$ cat config.mk
export PLATFORM = sky130hd
export DESIGN_NAME = sys_array_feeder_bfloat_16
export DESIGN_NICKNAME = d
export VERILOG_FILES = /design/src/rtl/sys_array_feeder_bfloat_16.sv
export SDC_FILE = /design/constraint.sdc
export NUM_CORES = 1
export LEC_CHECK = 0
export ABC_AREA = 1
export CAP_MARGIN = 20
export CORE_MARGIN = 10
export CORE_UTILIZATION = 40
export DETAILED_ROUTE_END_ITERATION = 10
export PLACE_DENSITY_LB_ADDON = 0.05
export SYNTH_ARGS = -nofsm -noshare
export SYNTH_HDL_FRONTEND = slang
export SYNTH_SLANG_ARGS = --single-unit
$ cat constraint.sdc
create_clock -name clk -period 2.3 [get_ports clk]
set_input_delay 0.345 -clock clk [delete_from_list [all_inputs] [get_ports clk]]
set_output_delay 0.345 -clock clk [all_outputs]
set_load 0.02 [all_outputs]
$ cat src/rtl/sys_array_feeder_bfloat_16.sv
// Upstream sequencer for a 2x2 bfloat16 systolic array: latches A and B on
// a start handshake, feeds them in skewed wavefront order, then awaits valid_op.
module sys_array_feeder_bfloat_16 #(
  parameter int STEP_CYCLES = 4,
  parameter int TIMEOUT     = 255
) (
  input  logic        clk,
  input  logic        rst,
  input  logic        start,
  input  logic [15:0] a00,
  input  logic [15:0] a01,
  input  logic [15:0] a10,
  input  logic [15:0] a11,
  input  logic [15:0] b00,
  input  logic [15:0] b01,
  input  logic [15:0] b10,
  input  logic [15:0] b11,
  input  logic        array_valid_op,
  output logic        ready,
  output logic        busy,
  output logic [15:0] row_in_row0,
  output logic [15:0] row_in_row1,
  output logic [15:0] col_in_col0,
  output logic [15:0] col_in_col1,
  output logic        load_in,
  output logic        done,
  output logic        timeout_err
);

  localparam logic [7:0]  STEP_LAST = 8'(STEP_CYCLES - 1);
  localparam logic [15:0] WAIT_LAST = 16'(TIMEOUT - 1);

  typedef enum logic [1:0] {IDLE, FEED, WAIT, DONE} state_t;

  state_t      state, state_nxt;
  logic [1:0]  beat, beat_nxt;
  logic [7:0]  step, step_nxt;
  logic [15:0] wait_cnt, wait_cnt_nxt;
  logic        err_flag, err_nxt;
  logic        accept;

  logic [15:0] a00_q, a01_q, a10_q, a11_q;
  logic [15:0] b00_q, b01_q, b10_q, b11_q;
  logic [15:0] row0_d, row1_d, col0_d, col1_d;

  // ready is the registered view of IDLE, so a start is taken only once the
  // controller has actually been able to see ready high.
  assign accept = (state == IDLE) && ready && start;

  // NOTE: state and counters use non-blocking assignments so every register
  // samples the pre-edge values of all others, regardless of statement order.
  always_ff @(posedge clk) begin
    if (rst) begin
      state    <= IDLE;
      beat     <= '0;
      step     <= '0;
      wait_cnt <= '0;
      err_flag <= 1'b0;
    end else begin
      state    <= state_nxt;
      beat     <= beat_nxt;
      step     <= step_nxt;
      wait_cnt <= wait_cnt_nxt;
      err_flag <= err_nxt;
    end
  end

  // NOTE: every variable gets its hold value first so no path through the
  // case statement leaves one unassigned and infers a latch.
  always_comb begin
    state_nxt    = state;
    beat_nxt     = beat;
    step_nxt     = step;
    wait_cnt_nxt = wait_cnt;
    err_nxt      = err_flag;
    unique case (state)
      IDLE: begin
        if (accept) begin
          state_nxt = FEED;
          beat_nxt  = '0;
          step_nxt  = '0;
          err_nxt   = 1'b0;
        end
      end
      FEED: begin
        if (step == STEP_LAST) begin
          step_nxt = '0;
          if (beat == 2'd3) begin
            state_nxt    = WAIT;
            beat_nxt     = '0;
            wait_cnt_nxt = '0;
          end else begin
            beat_nxt = beat + 2'd1;
          end
        end else begin
          step_nxt = step + 8'd1;
        end
      end
      WAIT: begin
        if (array_valid_op) begin
          state_nxt = DONE;
        end else if (wait_cnt == WAIT_LAST) begin
          state_nxt = DONE;
          err_nxt   = 1'b1;
        end else begin
          wait_cnt_nxt = wait_cnt + 16'd1;
        end
      end
      DONE:    state_nxt = IDLE;
      default: state_nxt = IDLE;
    endcase
  end

  // Skewed wavefront: row i carries A[i][beat-i], column j carries B[beat-j][j].
  always_comb begin
    row0_d = '0;
    row1_d = '0;
    col0_d = '0;
    col1_d = '0;
    if (state == FEED) begin
      unique case (beat)
        2'd0: begin
          row0_d = a00_q;
          col0_d = b00_q;
        end
        2'd1: begin
          row0_d = a01_q;
          row1_d = a10_q;
          col0_d = b10_q;
          col1_d = b01_q;
        end
        2'd2: begin
          row1_d = a11_q;
          col1_d = b11_q;
        end
        default: ;
      endcase
    end
  end

  always_ff @(posedge clk) begin
    if (rst) begin
      {a00_q, a01_q, a10_q, a11_q} <= '0;
      {b00_q, b01_q, b10_q, b11_q} <= '0;
    end else if (accept) begin
      {a00_q, a01_q, a10_q, a11_q} <= {a00, a01, a10, a11};
      {b00_q, b01_q, b10_q, b11_q} <= {b00, b01, b10, b11};
    end
  end

  always_ff @(posedge clk) begin
    if (rst) begin
      ready       <= 1'b1;
      busy        <= 1'b0;
      load_in     <= 1'b0;
      done        <= 1'b0;
      timeout_err <= 1'b0;
      row_in_row0 <= '0;
      row_in_row1 <= '0;
      col_in_col0 <= '0;
      col_in_col1 <= '0;
    end else begin
      ready       <= (state == IDLE);
      busy        <= (state == FEED) || (state == WAIT);
      load_in     <= (state == FEED) && (step == '0);
      done        <= (state == DONE);
      timeout_err <= err_flag;
      row_in_row0 <= row0_d;
      row_in_row1 <= row1_d;
      col_in_col0 <= col0_d;
      col_in_col1 <= col1_d;
    end
  end

endmodule
==> out/metrics.cfg <==
[status]
outcome = complete, no violations

[floorplanning]
die_y_um = 168
io-pin-count = 201
fp.coreArea_um2 = 21800
die_w_um = 168
rows = 54
initial_core_util_pct = 40.5
die-area_um2 = 28400

[synth]
syn_nets = 1306
yosys_warnings = 0
synth_cell_type_count = 32
yosysTopAreaCellShare_pct = 51.3
synth_cells = 1161
synth_area_leaders = dfxtp_1 (51%), a21oi_1 (10%), inv_1 (8.6%)
async_flop_share_pct = 0
syn_area_um2 = 8820
synth_ff_type = dfxtp_1
syn_area_per_cell_um2 = 7.60
synth_edf_count = 0
ys_seq_area_share_pct = 51.3
ys_seq_elements = 226
yosysTopAreaCell = dfxtp_1

[final_layout]
layout-drive-gt1-share_pct = 4.52
nets = 1478
mostFrequentLayoutCell = dfxtp_1
syn_to_final_growth_pct = 34.6
final_cell_mix = dfxtp_1 (226), inv_1 (200), clkdlybuf4s50_1 (200), nand2_1 (196), a21oi_1 (180)
fin_area_um2 = 11900
fin_util_pct = 54.6

[sta]
worstMarginPinSlew_ns = 0.516
setup_viol = 0
finalCriticalPeriod_ns = 1.98
clock_skew_ns = 0.00654
relSlewSlack_pct = 65.6
slew_viol_final = 0
fin_setup_tns_ns = 0
rsz0062_at_grt = false
fmax_ghz = 0.504
period_share_pct = 86.3
hold_viol_final = 0
fin_hold_ws_ns = 0.423

[route]
wl_per_cell_um = 14.6
dr.pass1.iters = 6
postRouteAntennaNets = 0
vias = 7689
routed_wl_mm = 23.9
drt_iter0_markers = 510
vias_per_cell = 4.71
drc = 0

[cts]
clock_sinks = 226
clock-root-buffer = clkbuf_16
holdBufCountCts = 0
clockBufferDepth = 3
clk_latency_ns = 0.51
numCtsBuffers = 26
cts.repair.resized = 0
cts.htree.levels = 1
clkTransAtPathRegs_ns = 0.05
postCtsSetupBuffers = 0
cts_tree = built

[place]
place_congestion = 0.844
placed_cell_area_um2 = 11100
place_hpwl_mm = 16.1
port_buffers = 200

[grt]
grt-ovfl-total = 0
grt_max_degree = 137
antenna_found_initial = 2
grt_pass1_vias = 7503
track_usage_pct = 16.2
grt_pass1_wl_mm = 38.7

[pwr]
combPwrFrac_pct = 27.2
swShare_pct = 32.6
power.switching_mw = 3.99
vdd_drop_max_uv = 916
power_frac_clock_pct = 31.4
fin_total_pwr_mw = 12.2
leakage_nw = 4.70
p_int_mw = 8.26
powerDensity_nw_per_um2 = 1030
seqPwrFrac_pct = 41.4

[worst_setup_path]
startpoint_type = register
cp_num_buf_inv = 3
criticalPathCategory = register to register
worstPathMaxFanout = 13
endpoint_kind = register
worstPathRequired_ns = 2.70
crit_arrival_ns = 2.38
crit_family = simple AND/OR/NAND/NOR gates
slowest_delay_ns = 0.39
crit_path_top_delay_cell = dfxtp_1
cp_cell_sequence = inv_1 > ha_1 > nand2_1 > nand2_1 > nor2_1 > inv_1 > nor2_4 > nand2_2 > nand2_1 > inv_1 > nand2_1 > nand2_1
crit_top_cell = nand2_1

[run]
cap_violations = 0

[min_path]
hp-class = register to register

==> per-layer routing <==
layer | share of wire [%] | global-route usage (%)
met4 | 1.2 | 4.05
met3 | 5.1 | 3.15
met1 | 46 | 20.8
met2 | 48 | 27.5
met5 | 0 | 0
==> synth_stat cells (3+ instances only) <==
master    count
o21ai_0     133
dfxtp_1     226
nor2_1       53
inv_1       201
a21oi_1     180
clkbuf_1     54
nand3_1      25
o22ai_1      32
nor2_4        3
nand4_1       3
nor2_2        3
ha_1         13
buf_2        10
xor2_1        4
nand2_1     196
==> cell type report <==
cell class	instances	area (µm²)
diodes	3	7.51
well taps	280	350
clock inverters	1	5.00
repair buffers	212	2170
fillers	2110	9880
clock buffers	44	800
inverters	204	769
flip-flops and latches	226	4520
multi-input cells	663	3250
==> metrics by stage <==
stage / setup slack, ns / std cells
floorplan: 0.606 / 1161
global placement: 0.383 / 1585
detailed placement: 0.321 / 1585
CTS: 0.312 / 1630
global route: 0.0527 / 1632
finish: 0.315 / 1633
==> cell families (layout without fill, tap and decap cells) <==
| family | count (synthesis) | after routing | synth area share [%] |
|---|---|---|---|
| AO/OA/AOI/OAI | 351 | 351 | 20.6 |
| XOR/XNOR | 5 | 5 | 0.497 |
| adder cells (fa/ha/maj) | 13 | 13 | 1.84 |
| buffers and inverters | 272 | 461 | 11.8 |
| flip-flops | 226 | 226 | 51.3 |
| other | 0 | 3 | 0 |
| AND/OR/NAND/NOR | 294 | 294 | 13.9 |
==> worst min-delay path, stage by stage (launching register included) <==
cell and delay (ns):
dfxtp_1 0.29, inv_1 0.04, nor2_1 0.04
==> final timing paths <==
kind	from	endpoint	slack, ns	cells after the start
worst max register to register	state[0]	wait_cnt[2]	0.32	12
worst min register to register	err_flag	timeout_err	0.42	2
worst min-delay path	err_flag	timeout_err	0.42	2
worst max-delay path	state[0]	wait_cnt[2]	0.32	12
==> power by group through the flow <==
stage | sequential [mW] | clock (mW) | combinational (mW)
after floorplan | 5.18 | 0 | 2.22
after detailed placement | 5.16 | 0 | 3.36
final | 5.07 | 3.84 | 3.33
after CTS | 5.08 | 3.94 | 3.38
after global placement | 5.14 | 0 | 3.33
after global routing | 5.18 | 4.10 | 3.80
Note: power is estimated with default switching activity, not from simulation.
